==> src/rtl/cell_assembler_if.sv <==
// Shared image-processing types and the cell_assembler handshake bundle.
// The package holds the instruction format consumed by the ALU stage; the
// interface groups the command, pixel and instruction handshakes.

package ImageProcessingPkg;
  localparam int CellSize = 2;

  typedef enum logic [3:0] {
    ADD   = 4'd0,
    ADDI  = 4'd1,
    SUB   = 4'd2,
    SUBI  = 4'd3,
    MULT  = 4'd4,
    MULTI = 4'd5,
    DIV2  = 4'd6,
    INV   = 4'd7,
    AND   = 4'd8,
    OR    = 4'd9,
    NOR   = 4'd10
  } opcodes_t;

  typedef struct packed {
    logic [7:0] red;
    logic [7:0] green;
    logic [7:0] blue;
  } pixel_t;

  typedef struct packed {
    pixel_t [CellSize:0][CellSize:0] pixelMatrix;
  } pixelMatrix_t;

  typedef struct packed {
    opcodes_t     opcode;
    logic [7:0]   userInputA;
    pixelMatrix_t cellA;
    pixelMatrix_t cellB;
  } instruction_t;
endpackage

interface cell_assembler_if #(
  parameter int PIX_W = 24
);
  logic                            cmd_valid;
  logic                            cmd_ready;
  logic [3:0]                      cmd_op;
  logic [7:0]                      cmd_user;
  logic                            pix_valid;
  logic                            pix_ready;
  logic [PIX_W-1:0]                pix_data;
  logic                            out_valid;
  logic                            out_ready;
  ImageProcessingPkg::instruction_t out_instr;
  logic                            busy;
  logic                            err_op;

  // Environment side: command/pixel source and instruction consumer.
  modport master (
    output cmd_valid, cmd_op, cmd_user, pix_valid, pix_data, out_ready,
    input  cmd_ready, pix_ready, out_valid, out_instr, busy, err_op
  );

  // Assembler side.
  modport slave (
    input  cmd_valid, cmd_op, cmd_user, pix_valid, pix_data, out_ready,
    output cmd_ready, pix_ready, out_valid, out_instr, busy, err_op
  );
endinterface

==> src/rtl/cell_assembler.sv <==
// cell_assembler: accepts one command, then packs a raster-ordered pixel
// stream into cellA (and cellB for two-operand opcodes) and presents the
// assembled instruction on a valid/ready output.
// Optional feature macro: OPCODE_CHECK_EN (reject opcodes above NOR with a
// sticky err_op flag instead of treating them as two-operand commands).

module cell_assembler #(
  parameter int CELL_DIM = 3,
  parameter int PIX_W    = 24
) (
  input  logic            clk,
  input  logic            rst_n,
  cell_assembler_if.slave bus
);
  import ImageProcessingPkg::*;

  localparam int                IDX_W    = (CELL_DIM > 1) ? $clog2(CELL_DIM) : 1;
  localparam logic [3:0]        LAST_PIX = 4'(CELL_DIM * CELL_DIM - 1);
  localparam logic [IDX_W-1:0]  LAST_IDX = IDX_W'(CELL_DIM - 1);

  typedef enum logic [1:0] {
    IDLE,
    LOAD_A,
    LOAD_B,
    OUT
  } state_t;

  state_t           state;
  logic [3:0]       pixCnt;
  logic [IDX_W-1:0] rowIdx;
  logic [IDX_W-1:0] colIdx;
  instruction_t     instr;
  logic             cmdReady;
  logic             pixReady;
  logic             outValid;
  logic             busyReg;
  logic [PIX_W-1:0] pixIn;
  logic             pixFire;
  logic             lastPix;
`ifdef OPCODE_CHECK_EN
  logic             errOp;
`endif

  // Opcodes that carry only one cell operand; cellB stays zero for them.
  function automatic logic isUnary(input logic [3:0] op);
    case (op)
      4'(ADDI), 4'(SUBI), 4'(MULTI), 4'(DIV2), 4'(INV): isUnary = 1'b1;
      default:                                          isUnary = 1'b0;
    endcase
  endfunction

  assign pixIn   = bus.pix_data;
  assign pixFire = bus.pix_valid && pixReady;
  assign lastPix = (pixCnt == LAST_PIX);

  // Control FSM, pixel counters and instruction register; all outputs registered.
  always_ff @(posedge clk or negedge rst_n) begin
    if (!rst_n) begin
      state    <= IDLE;
      pixCnt   <= '0;
      rowIdx   <= '0;
      colIdx   <= '0;
      instr    <= '0;
      cmdReady <= 1'b1;
      pixReady <= 1'b0;
      outValid <= 1'b0;
      busyReg  <= 1'b0;
`ifdef OPCODE_CHECK_EN
      errOp    <= 1'b0;
`endif
    end else begin
      // Raster position advances only on an accepted pixel; wraps per cell.
      if (pixFire) begin
        if (lastPix) begin
          pixCnt <= '0;
          rowIdx <= '0;
          colIdx <= '0;
        end else begin
          pixCnt <= pixCnt + 4'd1;
          if (colIdx == LAST_IDX) begin
            colIdx <= '0;
            rowIdx <= rowIdx + 1'b1;
          end else begin
            colIdx <= colIdx + 1'b1;
          end
        end
      end

      case (state)
        IDLE: begin
          if (bus.cmd_valid && cmdReady) begin
`ifdef OPCODE_CHECK_EN
            if (bus.cmd_op > 4'(NOR)) begin
              // Illegal opcode: flag it, stay ready, consume no pixels.
              errOp <= 1'b1;
            end else
`endif
            begin
              instr.opcode     <= opcodes_t'(bus.cmd_op);
              instr.userInputA <= bus.cmd_user;
              instr.cellA      <= '0;
              instr.cellB      <= '0;
              state            <= LOAD_A;
              cmdReady         <= 1'b0;
              pixReady         <= 1'b1;
              busyReg          <= 1'b1;
            end
          end
        end

        LOAD_A: begin
          if (pixFire) begin
            instr.cellA.pixelMatrix[rowIdx][colIdx] <= pixel_t'(pixIn);
            if (lastPix) begin
              if (isUnary(4'(instr.opcode))) begin
                state    <= OUT;
                pixReady <= 1'b0;
                outValid <= 1'b1;
              end else begin
                state <= LOAD_B;
              end
            end
          end
        end

        LOAD_B: begin
          if (pixFire) begin
            instr.cellB.pixelMatrix[rowIdx][colIdx] <= pixel_t'(pixIn);
            if (lastPix) begin
              state    <= OUT;
              pixReady <= 1'b0;
              outValid <= 1'b1;
            end
          end
        end

        OUT: begin
          if (outValid && bus.out_ready) begin
            state    <= IDLE;
            outValid <= 1'b0;
            cmdReady <= 1'b1;
            busyReg  <= 1'b0;
          end
        end

        default: begin
          state    <= IDLE;
          cmdReady <= 1'b1;
          pixReady <= 1'b0;
          outValid <= 1'b0;
          busyReg  <= 1'b0;
        end
      endcase
    end
  end

  assign bus.cmd_ready = cmdReady;
  assign bus.pix_ready = pixReady;
  assign bus.out_valid = outValid;
  assign bus.out_instr = instr;
  assign bus.busy      = busyReg;
`ifdef OPCODE_CHECK_EN
  assign bus.err_op    = errOp;
`else
  assign bus.err_op    = 1'b0;
`endif

endmodule

==> src/flat_wrapper.sv <==
// flat-port wrapper written by rule: the top's interface ports become plain ports
module cell_assembler_flat import ImageProcessingPkg::*;
#(
  parameter int CELL_DIM = 3,
  parameter int PIX_W    = 24
)
  (clk, rst_n, bus_cmd_valid, bus_cmd_op, bus_cmd_user, bus_pix_valid, bus_pix_data, bus_out_ready, bus_cmd_ready, bus_pix_ready, bus_out_valid, bus_out_instr, bus_busy, bus_err_op);
  cell_assembler_if #(.PIX_W(PIX_W)) bus_i ();
  input  logic clk;
  input  logic rst_n;
  input wire logic [$bits(bus_i.cmd_valid)-1:0] bus_cmd_valid;
  input wire logic [$bits(bus_i.cmd_op)-1:0] bus_cmd_op;
  input wire logic [$bits(bus_i.cmd_user)-1:0] bus_cmd_user;
  input wire logic [$bits(bus_i.pix_valid)-1:0] bus_pix_valid;
  input wire logic [$bits(bus_i.pix_data)-1:0] bus_pix_data;
  input wire logic [$bits(bus_i.out_ready)-1:0] bus_out_ready;
  output wire logic [$bits(bus_i.cmd_ready)-1:0] bus_cmd_ready;
  output wire logic [$bits(bus_i.pix_ready)-1:0] bus_pix_ready;
  output wire logic [$bits(bus_i.out_valid)-1:0] bus_out_valid;
  output wire logic [$bits(bus_i.out_instr)-1:0] bus_out_instr;
  output wire logic [$bits(bus_i.busy)-1:0] bus_busy;
  output wire logic [$bits(bus_i.err_op)-1:0] bus_err_op;
  assign bus_i.cmd_valid = bus_cmd_valid;
  assign bus_i.cmd_op = bus_cmd_op;
  assign bus_i.cmd_user = bus_cmd_user;
  assign bus_i.pix_valid = bus_pix_valid;
  assign bus_i.pix_data = bus_pix_data;
  assign bus_i.out_ready = bus_out_ready;
  assign bus_cmd_ready = bus_i.cmd_ready;
  assign bus_pix_ready = bus_i.pix_ready;
  assign bus_out_valid = bus_i.out_valid;
  assign bus_out_instr = bus_i.out_instr;
  assign bus_busy = bus_i.busy;
  assign bus_err_op = bus_i.err_op;
  cell_assembler #(.CELL_DIM(CELL_DIM), .PIX_W(PIX_W)) u_core (.clk(clk), .rst_n(rst_n), .bus(bus_i));
endmodule
==> config.mk <==
export PLATFORM = sky130hd
export DESIGN_NAME = cell_assembler_flat
export DESIGN_NICKNAME = d
export VERILOG_FILES = /design/src/rtl/cell_assembler_if.sv /design/src/rtl/cell_assembler.sv /design/src/flat_wrapper.sv
export SDC_FILE = /design/constraint.sdc
export NUM_CORES = 1
export LEC_CHECK = 0
export BUFFER_PORTS_ARGS = -buffer_cell sky130_fd_sc_hd__buf_2
export CAP_MARGIN = 20
export CORE_AREA = 4 4 195 197
export DETAILED_ROUTE_END_ITERATION = 16
export DIE_AREA = 0 0 199 201
export GPL_TIMING_DRIVEN = 0
export PLACE_DENSITY = 0.82
export SLEW_MARGIN = 25
export SYNTH_ARGS = -nofsm -noshare
export SYNTH_HDL_FRONTEND = slang
export SYNTH_SLANG_ARGS = --single-unit
==> constraint.sdc <==
create_clock -name clk -period 1.92 [get_ports clk]
set_input_delay 0.288 -clock clk [delete_from_list [all_inputs] [get_ports clk]]
set_output_delay 0.288 -clock clk [all_outputs]
set_load 0.005 [all_outputs]
Yosys cells after proc, flatten, opt, wreduce, memory -nomap -nowiden
Cells that the tools add are included.

Logic and storage cells: 155. Output and inout port bits: 449. Input port bits: 41. Register bits after elaboration: 458.

$lt $le $gt $ge: 4. Multiplexer cells: 46. Reduce and logical (&&, ||, !) cells: 21. Add/sub/neg operators: 3. Equality and inequality tests: 17.

Operator list (number): one-hot mux 216 bit (2 select lines) (2); bitwise mux 216 bit (2); 2-to-1 mux 216 bit (2); 2-to-1 mux 432 bit (1); demux 72 bit (select 2 bit) (1); 2-to-1 mux 72 bit (1); demux 24 bit (select 2 bit) (1); 2-to-1 mux 24 bit (1); 2-to-1 mux 2 bit (10); 2-to-1 mux 1 bit (19); != test 2 x 1 -> 1 bit, second input constant (7); AND reduction 7 bit (2); equality test 4 x 3 -> 1 bit, second input constant (3); AND reduction 3 bit (3); one-hot mux 2 bit (4 select lines) (1); nonzero test 2 bit (4); equality test 2 bit, second input constant (3); < comparator 2 x 3 -> 1 bit, second input constant (2); one-hot mux 1 bit (3 select lines) (2); AND reduction 6 bit (1); nonzero test 3 bit (2); logical AND 1 bit (5); OR reduction 5 bit (1); adder 2 x 1 -> 2 bit, second input constant (2); other kinds (10) (13).

Longest topological paths before layout
Gate-level depths: netlist (run 1).

Word-level depth: 10. Depth in mapped cells: 8. Mapped depth without buffers: 6.

Least setup slack after synthesis (run 1)
OpenSTA, ideal clock, no wires.

Path kind: reg2reg. Start point: register u_core.state[0]. End point: register u_core.instr, in the netlist u_core.bus.out_instr[0]. Clock period less this slack: 2102 ps. Setup slack: -182 ps. Library setup time: 121 ps. Cell stages (with the launch flop): 9. Data arrival time: 1981 ps. Data required time: 1799 ps. Path buffers: 2. Path through: dfrtp_1 inv_1 ha_1 buf_2 a21boi_1 a211oi_2 nand2_1 buf_2 a22o_1.

Word-level cells in the longest chain between the ends: 3. Elaborated cells between the ends (all ways): 7. Those cells by class: 3 x eq/ne; 1 x mux; 3 x reduce/logical.

Ends and longest elaborated chain: start: declaration (line cell_assembler.sv:28) `state_t state;`; start signal: assignment (line cell_assembler.sv:59) `state <= IDLE;`; start signal: assignment (line cell_assembler.sv:103) `state <= LOAD_A;`; start signal: assignment (line cell_assembler.sv:116) `state <= OUT;`; equality test 2 bit / zero test 2 bit (equally long branches) (line cell_assembler.sv:89) `case (state)`; != test 2 x 1 -> 1 bit (no source line) / nonzero test 2 bit (equally long branches); AND reduction 3 bit (no source line); end: declaration (line cell_assembler.sv:32) `instruction_t instr;`.

Several ways; a longest one is shown, not always the timed one. A chain may end at the register's enable or synchronous reset.

Worst setup path in the final report (run 1)
Start point: register u_core.state[0]. End point: register u_core.instr, in the netlist u_core.bus.out_instr[369].

Word-level cells in the longest chain between the ends: 3. Elaborated cells between the ends (all ways): 7. Those cells by class: 3 x eq/ne; 1 x mux; 3 x reduce/logical.

Ends and longest elaborated chain (line): equality test 2 x 1 -> 1 bit / zero test 2 bit (equally long branches) (cell_assembler.sv:89); != test 2 x 1 -> 1 bit (no source line) / nonzero test 2 bit (equally long branches); AND reduction 3 bit (no source line).

Several ways; a longest one is shown, not always the timed one.

==> metrics.yaml, run 1 <==
clock_tree:
  clkTransAtPathRegs_ns: 0.06
  h-tree-depth: 2
  clockBufferDepth: 3
  numCtsBuffers: 46
  clk_latency_ns: 0.57
  cts_sinks: 458
  cts_tree: "built"
  root_buffer: "clkbuf_16"
critical_path:
  cp.required_ns: 2.36
  cp-end-kind: "flop"
  rr_startpoint: "u_core.state[0]$_DFFE_PN0P_"
  timing.reg2reg.worst_path_depth: 9
  worst-setup-path-type: "reg -> reg"
  startpoint: "u_core.state[0]$_DFFE_PN0P_"
  worstSetupStartpointType: "flop"
  cp_data_arrival_time_ns: 2.52
  cp_max_fo: 10
sta:
  worstMarginPinSlew_ns: 0.868
  setup_tns_ns: -35.80
  final_hold_viol_count: 0
  relSlewSlack: 0.422
  period_share: 1.08
  slew_violations: 0
  layout_setup_ws_ns: -0.160
  fmax_mhz: 481
  fin_crit_ns: 2.08
  rsz0062_at_grt: "yes"
  finClkSkew_ns: 0.0208
  setup_viol: 375
grt:
  grt_pass1_wl_um: 88900
  first_global_vias: 14000
  antenna_found_initial: 0
  grt_max_degree: 98
  overflow: 0
  track_usage: 0.290
cells_and_area:
  post-route-util: 0.626
  nets: 1801
  seqCellArea_sq_mm: 0.0115
  layout_common_cells: "buf_2 (469), dfrtp_1 (457), a22o_1 (437)"
  fill_cells: 2611
  area_growth_pct: 35.2
  final_common_cell: "buf_2"
  drive_above_1_share: 0.407
  multi_input_area_sq_mm: 0.00505
  design_area_sq_mm: 0.0227
synthesis:
  synthTopCellsByArea: "dfrtp_1 (68%), a22o_1 (23%), buf_2 (2.2%)"
  syn_inst: 1178
  yosysSeqAreaShare: 0.683
  netlist_area_sq_mm: 0.0168
  avgSynthCellArea_sq_um: 14.3
  synth_top_family_by_area: "compound AO/OA/AOI/OAI gates"
  synthFlopType: "dfrtp_1"
  async_flop_share: 1.00
  synth_compound_area_frac: 0.237
  ys_types: 34
  synth_mux_area_frac: 0.00999
  synth_edf_count: 0
  synthAdderAreaFrac: 0.00745
  synth.largest_area_cell: "dfrtp_1"
  synthXorXnorAreaFrac: 0
  synth_seq_cells: 458
  synth_top_area_frac: 0.681
  synth_nets: 1229
  ys.warnings.count: 0
  yosys.area_share.simple: 0.0256
min_path:
  worst_hold_path_type: "in -> reg"
  hold_path_depth: 3
  worstHoldStart: "bus_out_ready"
routing:
  wirelength_um: 60100
  route.detailed.drc: 0
  viasPerCell: 5.99
  vias: 13500
  drtIter0Drc: 952
  firstDrtPassIters: 5
  ant_nets: 0
  wl_per_cell_um: 26.6
floorplanning:
  core_sq_mm: 0.0363
  die_w_um: 199
  die_area_sq_mm: 0.0400
  die_h_um: 201
  start_util: 0.463
  boundaryPins: 490
  num_rows: 70
status:
  violations: "setup timing"
  outcome: "finished with violations"
placement:
  place_hpwl_um: 41700
  place_congestion: 0.897
  numPortBuffers: 464
  placed_area_sq_mm: 0.0200
run:
  max_cap_violations: 0
power:
  irDropWorstVdd_mv: 0.799
  p_leak_nw: 12.5
  powerDensity_mw_per_mm2: 1220
  p_total_mw: 27.7
## state kept, by name (all words and copies together) (netlist names)
register              cells
u_core.pixCnt             4
u_core.bus.busy           1
u_core.colIdx             2
u_core.state              2
u_core.bus.out_instr    444
u_core.bus.cmd_ready      1
u_core.bus.pix_ready      1
u_core.rowIdx             2
u_core.bus.out_valid      1
## kinds of logic after synthesis
logic type      count (synthesis)
compound gates                461
flops                         458
buf+inv                       138
simple gates                   95
mux                            15
fa+ha+maj                      10
other cells                     1
## through the flow
| step | std cells | setup slack, ns | hold WS, ns |
|---|---|---|---|
| 6_report | 2257 | -0.160 | 0.0634 |
| 5_1_grt | 2255 | -0.253 | 0.0577 |
| 4_1_cts | 2238 | -0.148 | 0.0264 |
| 3_5_place_dp | 2115 | -0.828 | 0.171 |
| 3_3_place_gp | 2110 | -8.08 | 0.482 |
| 2_1_floorplan | 1178 | -0.0836 | -0.00759 |
## worst max-delay path, cell delays in order (launching register included)
cell and delay [ns]:
dfrtp_1 0.37, inv_2 0.07, ha_4 0.17, a21boi_4 0.17
buf_12 0.14, a211oi_4 0.25, buf_12 0.20, nand2_4 0.13
buf_4 0.21, a22o_1 0.25
## final cells by class
type	instances	share of cell area
well taps	468	0.0258
clock inverters	16	0.00656
plain buffers	130	0.0418
clock buffers	69	0.0612
repair buffers	525	0.136
multi-input cells	582	0.222
diodes	2	0.000220
flip-flops and latches	458	0.505
inverters	7	0.00116
## path summary, 6_finish.rpt
kind                                                         endpoint  slack (ns)
worst max-delay path            u_core.bus.out_instr[369]$_DFFE_PN0P_       -0.16
worst min-delay path                 u_core.bus.out_valid$_DFFE_PN0P_        0.06
worst max register to register  u_core.bus.out_instr[369]$_DFFE_PN0P_       -0.16
worst min register to register   u_core.bus.out_instr[71]$_DFFE_PN0P_        0.50
max in group asynchronous       u_core.bus.out_instr[359]$_DFFE_PN0P_        0.48
min in group asynchronous        u_core.bus.out_instr[75]$_DFFE_PN0P_        0.18
## routing by layer
layer | wire length, um | global-route usage
met1 | 23900 | 0.386
met2 | 28300 | 0.455
met5 | 0 | 0
met4 | 2830 | 0.135
met3 | 5120 | 0.0651
## timing repair
item / CTS / global route
hold buffers: 13 / 0
pin swaps: 6 / 3
setup endpoints to repair: 435 / 436
gates cloned: 0 / 7
resized for setup: 137 / 56
buffers inserted: 25 / 11
hold endpoints to repair: 212 / 0
## where the power goes
| part | switching, mW | total [mW] | internal [mW] |
|---|---|---|---|
| clock | 3.85 | 9.14 | 5.29 |
| sequential | 0.386 | 10.6 | 10.2 |
| combinational | 5.28 | 7.99 | 2.72 |
## cell usage after synthesis, drive strengths merged, types with 2 or more instances
cell type and count:
inv 7, clkbuf 29, nand3 5, a21oi 4
a211oi 2, o21ai 9, ha 10, nand2 49
nand3b 10, dfrtp 457, or3b 3, buf 102
o41ai 2, mux2 14, nor2 23, a22o 437
Power figures use the tool's default switching activity.
==> inputs of run 2 (changes only) <==
--- a/config.mk
+++ b/config.mk
@@ -5,13 +5,14 @@
 export SDC_FILE = /design/constraint.sdc
 export NUM_CORES = 1
 export LEC_CHECK = 0
+export ABC_AREA = 1
 export BUFFER_PORTS_ARGS = -buffer_cell sky130_fd_sc_hd__buf_2
 export CAP_MARGIN = 20
-export CORE_AREA = 4 4 195 197
+export CORE_AREA = 4 4 206 208
 export DETAILED_ROUTE_END_ITERATION = 16
-export DIE_AREA = 0 0 199 201
+export DIE_AREA = 0 0 210 212
 export GPL_TIMING_DRIVEN = 0
-export PLACE_DENSITY = 0.82
+export PLACE_DENSITY = 0.83
 export SLEW_MARGIN = 25
 export SYNTH_ARGS = -nofsm -noshare
 export SYNTH_HDL_FRONTEND = slang
==> constraint.sdc (replaced) <==
create_clock -name clk -period 1.85 [get_ports clk]
set_input_delay 0.2775 -clock clk [delete_from_list [all_inputs] [get_ports clk]]
set_output_delay 0.2775 -clock clk [all_outputs]
set_load 0.005 [all_outputs]
==> run 2 against run 1 <==
Against the previous run:
- the flow still finishes with violations (setup timing)
- wire length increased by 36%
- hold slack got worse by 0.034 ns
- sequential power decreased by 6%
- die area increased by 11%
- largest cell class unchanged
- largest power group unchanged
==> metrics.yaml, run 2 <==
cells_and_area:
  area_growth_pct: 39.5  # was 35.2%
  drive_above_1_share: 0.339  # was 0.407
  nets: 2964  # was 1,801
  design_area_sq_mm: 0.0270  # was 0.0227 sq mm
  largest_register_ffs: 444  # unchanged
  final_common_cell: "nand2_1"  # was buf_2
  layout_common_cells: "nand2_1 (823), buf_2 (499), dfrtp_1 (456)"  # was buf_2 (469), dfrtp_1 (457), a22o_1 (437)
critical_path:
  worst-setup-path-type: "reg -> reg"  # unchanged
  cp.required_ns: 2.36  # about the same
  cp-end-kind: "flop"  # unchanged
  cp_data_arrival_time_ns: 2.48  # was 2.52 ns
  worstSetupStartpointType: "flop"  # unchanged
  cp_max_fo: 5  # was 10
synthesis:
  synth_nets: 2362  # was 1,229
  yosys.area_share.simple: 0.343  # was 0.0256
  ys_types: 24  # was 34
  synth_seq_cells: 458  # unchanged
  synth_edf_count: 0  # unchanged
  synth_top_area_frac: 0.591  # was 0.681
  synthAdderAreaFrac: 0.00646  # was 0.00745
  yosysSeqAreaShare: 0.592  # was 0.683
  synthTopCellsByCount: "nand2_1 (939), dfrtp_1 (457), nand3_1 (437), nor2_1 (228), clkbuf_1 (74)"  # was dfrtp_1 (457), a22o_1 (437), buf_2 (75), nand2_1 (49), clkbuf_1 (29)
  ys.warnings.count: 0  # unchanged
  synth_compound_area_frac: 0.00633  # was 0.237
  synth_top_family_by_area: "simple AND/OR/NAND/NOR gates"  # was compound AO/OA/AOI/OAI gates
  synth.most_common_cell: "nand2_1"  # was dfrtp_1
  netlist_area_sq_mm: 0.0194  # was 0.0168 sq mm
  synth.largest_area_cell: "dfrtp_1"  # unchanged
  avgSynthCellArea_sq_um: 8.38  # was 14.3 sq um
  synthTopCellsByArea: "dfrtp_1 (59%), nand2_1 (18%), nand3_1 (11%)"  # was dfrtp_1 (68%), a22o_1 (23%), buf_2 (2.2%)
  synthFlopType: "dfrtp_1"  # unchanged
  async_flop_share: 1.00  # unchanged
  synth_mux_area_frac: 0.00640  # was 0.00999
  syn_inst: 2311  # was 1,178
  synthXorXnorAreaFrac: 0.000452  # was 0
routing:
  wl_per_cell_um: 23.5  # was 26.6 um
  firstDrtPassIters: 7  # was 5
  ant_nets: 0  # unchanged
  vias: 20300  # was 13,500
  drt-met1-wl_um: 29600  # was 23,900 um
  wirelength_um: 81800  # was 60,100 um
  drtIter0Drc: 2758  # was 952
  wl_met3_um: 9550  # was 5120 um
  route.detailed.drc: 0  # unchanged
  viasPerCell: 5.84  # was 5.99
  highest_layer: "met5"  # was met4
  wl_met2_um: 36700  # was 28,300 um
status:
  outcome: "finished with violations"  # unchanged
  violations: "setup timing"  # unchanged
clock_tree:
  cts_sinks: 458  # unchanged
  clk_latency_ns: 0.59  # was 0.57 ns
  h-tree-depth: 2  # unchanged
  numCtsBuffers: 47  # was 46
  clkTransAtPathRegs_ns: 0.06  # about the same
  cts_tree: "built"  # unchanged
  root_buffer: "clkbuf_16"  # unchanged
  clockBufferDepth: 3  # unchanged
sta:
  relSlewSlack: 0.294  # was 0.422
  final_hold_viol_count: 0  # unchanged
  setup_viol: 158  # was 375
  slew_violations: 0  # unchanged
  layout_setup_ws_ns: -0.116  # was -0.160 ns
  finClkSkew_ns: 0.0275  # was 0.0208 ns
  period_share: 1.06  # was 1.08
  fin_crit_ns: 1.97  # was 2.08 ns
  fmax_mhz: 509  # was 481 MHz
  worstMarginPinSlew_ns: 1.05  # was 0.868 ns
  rsz0062_at_grt: "yes"  # unchanged
power:
  irDropWorstVdd_mv: 0.694  # was 0.799 mV
  p_leak_nw: 15.8  # was 12.5 nW
  comb_power_share: 0.027  # was 0.288
  intPower_mw: 16.0  # was 18.2 mW
  p_sw_mw: 4.60  # was 9.52 mW
  p_total_mw: 20.6  # was 27.7 mW
  seqPwrFrac: 0.487  # was 0.382
  swShare: 0.224  # was 0.343
  clock_power_share: 0.486  # was 0.330
  powerDensity_mw_per_mm2: 761  # was 1220 mW/mm^2
placement:
  place_hpwl_um: 52500  # was 41,700 um
  placed_area_sq_mm: 0.0226  # was 0.0200 sq mm
  numPortBuffers: 488  # was 464
  place_congestion: 0.917  # was 0.897
grt:
  overflow: 0  # unchanged
  antenna_found_initial: 3  # was 0
  first_global_vias: 18800  # was 14,000
  grt_pass1_wl_um: 113000  # was 88,900 um
  grt_max_degree: 98  # unchanged
  track_usage: 0.332  # was 0.290
floorplanning:
  start_util: 0.477  # was 0.463
  num_rows: 74  # was 70
  boundaryPins: 490  # unchanged
  die_w_um: 210  # was 199 um
  die_area_sq_mm: 0.0445  # was 0.0400 sq mm
  die_h_um: 212  # was 201 um
  core_sq_mm: 0.0406  # was 0.0363 sq mm
min_path:
  worst_hold_path_type: "in -> reg"  # unchanged
run:
  max_cap_violations: 0  # unchanged
## run 2: changes by cell type in the layout (fill, tap and decap cells not counted), moves of 30 or more
cell	before	now
a22o_1	437	0
buf_2	469	499
clkbuf_2	1	36
nand2_1	31	823
nand2_2	0	90
nand3_1	5	346
nand3_2	0	89
nor2_1	5	223
## run 2: cell type report
type / count / area, sq um
Clock inverter: 16 / 234
Buffer: 153 / 1390
Tap cell: 532 / 666
Inverter: 44 / 168
Timing Repair Buffer: 554 / 3640
Fill cell: 2958 / 13500
Antenna cell: 2 / 5.00
Multi-Input combinational cell: 1655 / 8070
Clock buffer: 67 / 1370
Sequential cell: 458 / 11500
## run 2: cell families (layout without fill, tap and decap cells)
group	after synthesis	count (layout)
XOR/XNOR	1	1
flip-flops	458	458
adder cells (fa/ha/maj)	10	10
multiplexers	11	11
AO/OA/AOI/OAI	18	18
AND/OR/NAND/NOR	1614	1614
other	1	3
buffers and inverters	198	834
## run 2: layer usage
| layer | vias to the layer above | global-route usage |
|---|---|---|
| met4 | 4 | 0.182 |
| met3 | 384 | 0.103 |
| met5 | - | 0 |
| li1 | 8585 | - |
| met2 | 1505 | 0.512 |
| met1 | 9850 | 0.421 |
## run 2: power groups by stage
stage / Sequential, mW / Combinational, mW / Clock [mW]
2_1_floorplan: 10.2 / 0.0549 / 0
3_3_place_gp: 10.2 / 0.463 / 0
4_1_cts: 10.0 / 0.526 / 10.0
6_report: 10.0 / 0.546 / 10.0
5_1_grt: 10.0 / 0.570 / 10.4
3_5_place_dp: 10.2 / 0.504 / 0
## run 2: final timing paths
| path | startpoint | endpoint | slack [ns] | depth (start not counted) |
|---|---|---|---|---|
| min in group asynchronous | rst_n | u_core.bus.out_instr[373]$_DFFE_PN0P_ | 0.26 | 2 |
| max reg2reg | u_core.state[1]$_DFFE_PN0P_ | u_core.bus.out_instr[160]$_DFFE_PN0P_ | -0.12 | 10 |
| max in group asynchronous | rst_n | u_core.bus.out_instr[309]$_DFFE_PN0P_ | 0.25 | 4 |
| min reg2reg | u_core.bus.out_instr[138]$_DFFE_PN0P_ | u_core.bus.out_instr[138]$_DFFE_PN0P_ | 0.47 | 2 |
| max | u_core.state[1]$_DFFE_PN0P_ | u_core.bus.out_instr[160]$_DFFE_PN0P_ | -0.12 | 10 |
| min | bus_cmd_op[0] | u_core.bus.out_instr[440]$_DFFE_PN0P_ | 0.03 | 3 |
## run 2: metrics by stage
step | util | cells | hold WS, ns | setup WS [ns] | setup TNS, ns
finish | 0.666 | 3481 | 0.0295 | -0.116 | -4.37
global route | 0.666 | 3479 | 0.0197 | -0.165 | -29.91
CTS | 0.616 | 3441 | 0.00671 | -0.0512 | -1.44
detailed placement | 0.557 | 3335 | 0.344 | -0.829 | -296.84
global placement | 0.554 | 3331 | 0.451 | -8.27 | -4031.83
floorplan | - | 2311 | -0.0181 | 0.0778 | 0
## run 2: critical path: stages (launching register included)
cell and delay, ns:
dfrtp_1 0.41, inv_2 0.12, ha_4 0.19, nand3_4 0.12
a21boi_4 0.21, buf_8 0.18, buf_6 0.13, clkbuf_16 0.16
clkbuf_16 0.15, nand3_1 0.09, nand2_1 0.12
## run 2: what timing repair did
item	4_1_cts	5_1_grt
cloned	3	28
buffers inserted	9	10
setup endpoints to repair	444	606
hold buffers	12	0
pin swaps	8	111
hold endpoints to repair	99	0
gates resized for setup	199	364
